--- config.mk ---
export PLATFORM = sky130hd
export DESIGN_NAME = mem_stage
export DESIGN_NICKNAME = d
export VERILOG_FILES = /design/src/rtl/mem_stage.sv
export SDC_FILE = /design/constraint.sdc
export NUM_CORES = 1
export LEC_CHECK = 0
export ABC_AREA = 1
export BUFFER_PORTS_ARGS = -buffer_cell sky130_fd_sc_hd__buf_2
export CORE_MARGIN = 4
export CORE_UTILIZATION = 25
export DETAILED_ROUTE_END_ITERATION = 12
export SLEW_MARGIN = 5
export SYNTH_ARGS = -nofsm -noshare
export SYNTH_HDL_FRONTEND = slang
export SYNTH_SLANG_ARGS = --single-unit
export TNS_END_PERCENT = 50
--- constraint.sdc ---
create_clock -name clk -period 3.1 [get_ports clk]
set_input_delay 0.155 -clock clk [delete_from_list [all_inputs] [get_ports clk]]
set_output_delay 0.155 -clock clk [all_outputs]
set_load 0.05 [all_outputs]
--- src/rtl/mem_stage.sv ---
// MEM pipeline stage: registers the EX->MEM bus and aligns/extends data-SRAM load words.
// It drives the WB bus and the same-cycle MEM->RF forwarding bus.
module mem_stage #(
  parameter int STALL_W      = 6,
  parameter int EX_TO_MEM_WD = 84,
  parameter int MEM_TO_WB_WD = 70,
  parameter int MEM_TO_RF_WD = 38
) (
  input  logic                    clk,
  input  logic                    rst,
  input  logic [STALL_W-1:0]      stall,
  input  logic [EX_TO_MEM_WD-1:0] ex_to_mem_bus,
  input  logic [31:0]             data_sram_rdata,
  output logic [MEM_TO_WB_WD-1:0] mem_to_wb_bus,
  output logic [MEM_TO_RF_WD-1:0] mem_to_rf_bus
);

  logic [EX_TO_MEM_WD-1:0] bus_q, bus_d;
  logic                    hold_valid_q, hold_valid_d;
  logic [31:0]             rdata_hold_q, rdata_hold_d;

  logic [5:0]  ld_st_op;
  logic [1:0]  addr_lo;
  logic [31:0] mem_pc;
  logic        data_sram_en;
  logic [3:0]  data_sram_wen;
  logic        sel_rf_res;
  logic        rf_we;
  logic [4:0]  rf_waddr;
  logic [31:0] ex_result;
  logic        is_load;
  logic [31:0] eff_rdata;
  logic [31:0] rf_wdata;

  assign {ld_st_op, addr_lo, mem_pc, data_sram_en, data_sram_wen,
          sel_rf_res, rf_we, rf_waddr, ex_result} = bus_q;

  assign is_load   = data_sram_en && (data_sram_wen == 4'b0000) && (ld_st_op[5:3] == 3'b100);
  assign eff_rdata = hold_valid_q ? rdata_hold_q : data_sram_rdata;

  function automatic logic [31:0] load_align(input logic [5:0]  op,
                                             input logic [1:0]  lo,
                                             input logic [31:0] word);
    logic [7:0]  b;
    logic [15:0] h;
    b = word[7:0];
    case (lo)
      2'd1:    b = word[15:8];
      2'd2:    b = word[23:16];
      2'd3:    b = word[31:24];
      default: b = word[7:0];
    endcase
    h = lo[1] ? word[31:16] : word[15:0];
    case (op)
      6'b100000: load_align = {{24{b[7]}}, b};
      6'b100100: load_align = {24'd0, b};
      6'b100001: load_align = {{16{h[15]}}, h};
      6'b100101: load_align = {16'd0, h};
      default:   load_align = word;
    endcase
  endfunction

  assign rf_wdata = (sel_rf_res && is_load) ? load_align(ld_st_op, addr_lo, eff_rdata)
                                            : ex_result;

  assign mem_to_wb_bus = {mem_pc, rf_we, rf_waddr, rf_wdata};
  assign mem_to_rf_bus = {rf_we, rf_waddr, rf_wdata};

  // A bubble or a fresh instruction always drops any captured read word.
  always_comb begin
    bus_d        = bus_q;
    hold_valid_d = hold_valid_q;
    rdata_hold_d = rdata_hold_q;
    if (!stall[3]) begin
      bus_d        = ex_to_mem_bus;
      hold_valid_d = 1'b0;
    end else if (!stall[4]) begin
      bus_d        = '0;
      hold_valid_d = 1'b0;
    end else if (is_load && !hold_valid_q) begin
      rdata_hold_d = data_sram_rdata;
      hold_valid_d = 1'b1;
    end
  end

  // Stage register boundary: EX -> MEM
  always_ff @(posedge clk) begin
    if (rst) begin
      bus_q        <= '0;
      hold_valid_q <= 1'b0;
      rdata_hold_q <= '0;
    end else begin
      bus_q        <= bus_d;
      hold_valid_q <= hold_valid_d;
      rdata_hold_q <= rdata_hold_d;
    end
  end

endmodule
==> Word level (Yosys, flattened, before mapping) <==
Cells that the tools add are included.
Widths: inputs -> output; s select.
{ "totals": {"ff_bits": 117, "latchBits": 0, "mem_bits_rw": 0, "romBits": 0, "in_bits": 124, "out_inout_bits": 108, "memories": 0} }
{ "op_classes": {"n_addsub": 0, "multipliers": 0, "div_mod_pow": 0, "order_cmp": 0, "n_eq_ne": 9, "shifts": 0, "mux": 7, "bitwise": 2, "reduce_logical": 8} }
{ "op_table": {"columns": ["cell", "count"], "rows": [
  ["$mux 84", 2],
  ["$pmux 32 s4", 1],
  ["$mux 32", 2],
  ["$eq 6x6->1 const B", 4],
  ["$pmux 8 s3", 1],
  ["$mux 16", 1],
  ["$eq 2x2->1 const B", 2],
  ["$logic_and 1x1->1", 4],
  ["$logic_not 4->1", 1],
  ["$eq 3x3->1 const B", 1],
  ["$reduce_and 3->1", 1],
  ["$reduce_or 3->1", 1],
  ["$eq 2x1->1 const B", 1],
  ["$ne 2x2->1 const B", 1],
  ["$not 1->1", 2],
  ["$logic_not 1->1", 1]
]} }

==> Longest topological paths before layout <==
{ "logic_depth": {"depth_word": 5, "depth_mapped": 13, "mapped_depth_nobuf": 11} }

==> Worst setup path after synthesis <==
Ideal clock, no wire load.
{ "synth_timing": {"kind": "flip-flop to output port", "from": "reg bus_q[83]", "to": "out mem_to_wb_bus[2]", "arrival_time_ns": 2.271, "path_slack_ns": 0.674, "stages_incl_launch_ff": 10, "cell_sequence": "dfxtp_1 > inv_1 > nor2_2 > nand3_2 > nor2_8 > nand2_2 > clkbuf_1 > nand2_1 > a21boi_1 > buf_4"} }
{ "synth_between": {"elab_chain_cells": 4, "word_cells_on_any_way": 9, "classes_between": "eq/ne: 5; mux: 2; reduce/logical: 2"} }
{ "synth_rtl": {"columns": ["element", "line", "rtl"], "rows": [
  ["from (decl)", "18", "logic [EX_TO_MEM_WD-1:0] bus_q, bus_d;"],
  ["from (signal assigned)", "93", "bus_q <= bus_d;"],
  ["parallel branches: the longest is 3 deep, another holds $pmux 32 s4", null, null],
  ["$mux 32 (*)", "63", "assign rf_wdata = (sel_rf_res && is_load) ? load_align(ld_st_op, addr_lo, eff_rdata)"],
  ["to (decl)", "14", "output logic [MEM_TO_WB_WD-1:0] mem_to_wb_bus,"]
]} }
Every way passes the cells marked *.

==> Worst setup path in the final report <==
{ "layout_timing": {"from": "reg hold_valid_q", "to": "out mem_to_rf_bus[1]"} }
{ "layout_between": {"elab_chain_cells": 4, "word_cells_on_any_way": 5, "classes_between": "mux: 5"} }
{ "layout_rtl": {"columns": ["element", "line", "rtl"], "rows": [
  ["from (decl)", "19", "logic hold_valid_q, hold_valid_d;"],
  ["from (signal assigned)", "94", "hold_valid_q <= hold_valid_d;"],
  ["$mux 32 (*)", "39", "assign eff_rdata = hold_valid_q ? rdata_hold_q : data_sram_rdata;"],
  ["$pmux 8 s3 or $mux 16 (tied branches)", "47, 53", null],
  ["$pmux 32 s4 (*)", "54", "case (op)"],
  ["$mux 32 (*)", "63", null],
  ["to (decl)", "15", "output logic [MEM_TO_RF_WD-1:0] mem_to_rf_bus"]
]} }
Mark *: on every way between the ends. The rest lies on a longest branch, timed or not.

==> impl_metrics.ini <==
[cts]
cts.sinks = 117
root_buffer = clkbuf_16
tritoncts = yes
clock_latency_ns = 0.42
post_cts_buffers = 0
cts_resized = 0
hold_buffers = 73
cts_buffer_depth = 2
clkTransAtPathRegs_ns = 0.06
cts-buffers-inserted = 17
cts.htree.levels = 4

[sta]
setup_viol = 0
max-slew-margin-rel_pct = 57.1
drv_slew = 0
rsz0062_at_grt = false
tightest_slew_ns = 0.637
hold_viol_final = 0
period_needed_ns = 2.73
setup_tns_ns = 0
finClkSkew_ns = 0.00793
fmax_mhz = 366
fin_crit_sh_pct = 88.2

[floorplanning]
die_h_um = 171
num_rows = 59
die-area_sq_mm = 0.0291
chipWidth_um = 171
ioPinCount = 232
core_sq_mm = 0.0261
start_util_pct = 25.4

[critical_path]
end_kind = primary output
cp.arrival_ns = 2.58
start_kind = register
crit_path_top_delay_cell = o21ai_0
worstPathCellList = inv_2 -> buf_12 -> o21ai_0 -> nand2_1 -> a21oi_1 -> nor2_1 -> a21boi_1 -> buf_2
critPathMaxStageDelay_ns = 0.43
worstSetupPathType = reg -> out
critPathMaxFanout = 36
worst_ep_required_time_ns = 2.94

[logic_synthesis]
synth_area_sq_mm = 0.00661
synth_area_leaders = dfxtp_1 35%, inv_1 12%, nand2_1 9.4%
synthCells = 969
synthArstFlopShare_pct = 0
yosys.cell_count.top_type = inv_1
yosys_warnings = 0
synth_top_area_share_pct = 35.4
syn_area_per_cell_sq_um = 6.82
synth_ff_type = dfxtp_1
synth-edff-count = 0
synth_cell_type_count = 35
netlist_top_cells_count = 218 x inv_1, 166 x nand2_1, 117 x dfxtp_1, 84 x o22ai_1, 82 x nor2_1
syn_nets = 1093
seq_area_frac_synth_pct = 35.4
synth.largest_area_cell = dfxtp_1
synth_seq_cells = 117

[drt]
wire_per_inst_um = 14.5
drt-total-wl_um = 22200
post_drt_via_cell_ratio = 4.31
ant_nets = 0
firstDrtPassIters = 5
drc = 0
drt-initial-drc-count = 463
vias = 6582

[cells_and_area]
area_growth_pct = 33.8
fillerInstances = 2762
nNetsFinal = 1300
final_cells = 1527
register_area_sq_mm = 0.00234
multi_input_area_sq_mm = 0.00256
final_layout_size_suffix_gt1_share_pct = 25.6

[placement]
dp.cells = 1419
hpwl_um = 15900
io_buffers = 227
place_congestion = 0.863

[global_routing]
grt_max_degree = 65
first_global_vias = 6350
grt_use_total_pct = 15.1
antenna_found_initial = 5
globalRouteOverflowTotal = 0
grt_pass1_wl_um = 34500

[pwr]
power_leakage_uw = 0.00458
p_per_area_mw_per_mm2 = 517
ir_drop_uv = 299

[outcome]
status = finished, final reports clean

[job]
drv_cap = 0

[hold_path]
min_path_type = in -> reg
worst max-delay path, delay by kind of cell, from the launching register on:
family | cells | cell delay (ns)
and+or+nand+nor | 2 | 0.15
DFF | 1 | 0.34
buffers and inverters | 3 | 0.66
AOI/OAI and AO/OA | 3 | 0.99
kinds of logic after synthesis:
kind of cell,count (synthesis),synth area share [%]
buf+inv,350,25.9
simple gates,315,20.7
compound gates,187,18.0
flops,117,35.4
cells in the final DEF (no fill, tap or decap), drive strengths merged:
cell type and n:
nand4 3, o21ai 22, nor3 1, nand3 44, clkbuf 17, diode 3
a21oi 33, clkinvlp 1, a21boi 16, buf 244, dlygate4sd3 73, clkinv 4
nand3b 1, dfxtp 117, inv 227, nor2 86, or2 3, bufinv 4
o22ai 84, and2 7, nand2 170, a211oi 32
power breakdown:
| group | internal, uW | leakage [uW] | switching [uW] |
|---|---|---|---|
| clock network | 1370 | 0.000313 | 815 |
| logic | 269 | 0.00331 | 535 |
| registers | 1560 | 0.000957 | 23.5 |
through the flow:
step	area, sq um	worst slack, ns	utilization (%)	power [uW]	hold slack [ns]
2_1_floorplan	6610	0.674	-	2180	0.310
3_3_place_gp	7460	0.863	28.6	2340	0.416
3_5_place_dp	7460	0.852	28.6	2350	0.419
4_1_cts	8830	0.390	33.9	4630	0.000556
5_1_grt	8830	0.202	33.9	4760	0.00599
6_report	8840	0.367	33.9	4570	0.00986
worst paths after layout:
path                                  startpoint               end  slack [ns]  cells past startpoint
worst max register to register         bus_q[83]  rdata_hold_q[24]        1.20                      8
worst min register to register  rdata_hold_q[20]  rdata_hold_q[20]        0.46                      2
worst max-delay path                hold_valid_q  mem_to_rf_bus[1]        0.37                      8
worst min-delay path            ex_to_mem_bus[4]          bus_q[4]        0.01                      3
area by class of cell:
type | count | share of cell area, %
inverter | 221 | 9.41
multi-input combinational | 502 | 29.0
clock inverter | 15 | 2.49
sequential | 117 | 26.5
timing repair buffer | 317 | 23.0
antenna | 3 | 0.0849
tap | 335 | 4.74
clock buffer | 17 | 4.81
sequential cells by signal (all words and copies together), names as in the netlist:
name	flops
bus_q	84
hold_valid_q	1
rdata_hold_q	32
layer usage:
| metal | global-route usage, % | up-vias | share of wire, % |
|---|---|---|---|
| met1 | 19.6 | 2954 | 45 |
| met3 | 4.37 | 32 | 7.2 |
| met4 | 5.69 | 4 | 2.5 |
| met2 | 24.0 | 223 | 45 |
| li1 | - | 3369 | - |
| met5 | 0 | - | 0.095 |
(Power assumes the default switching activity.)
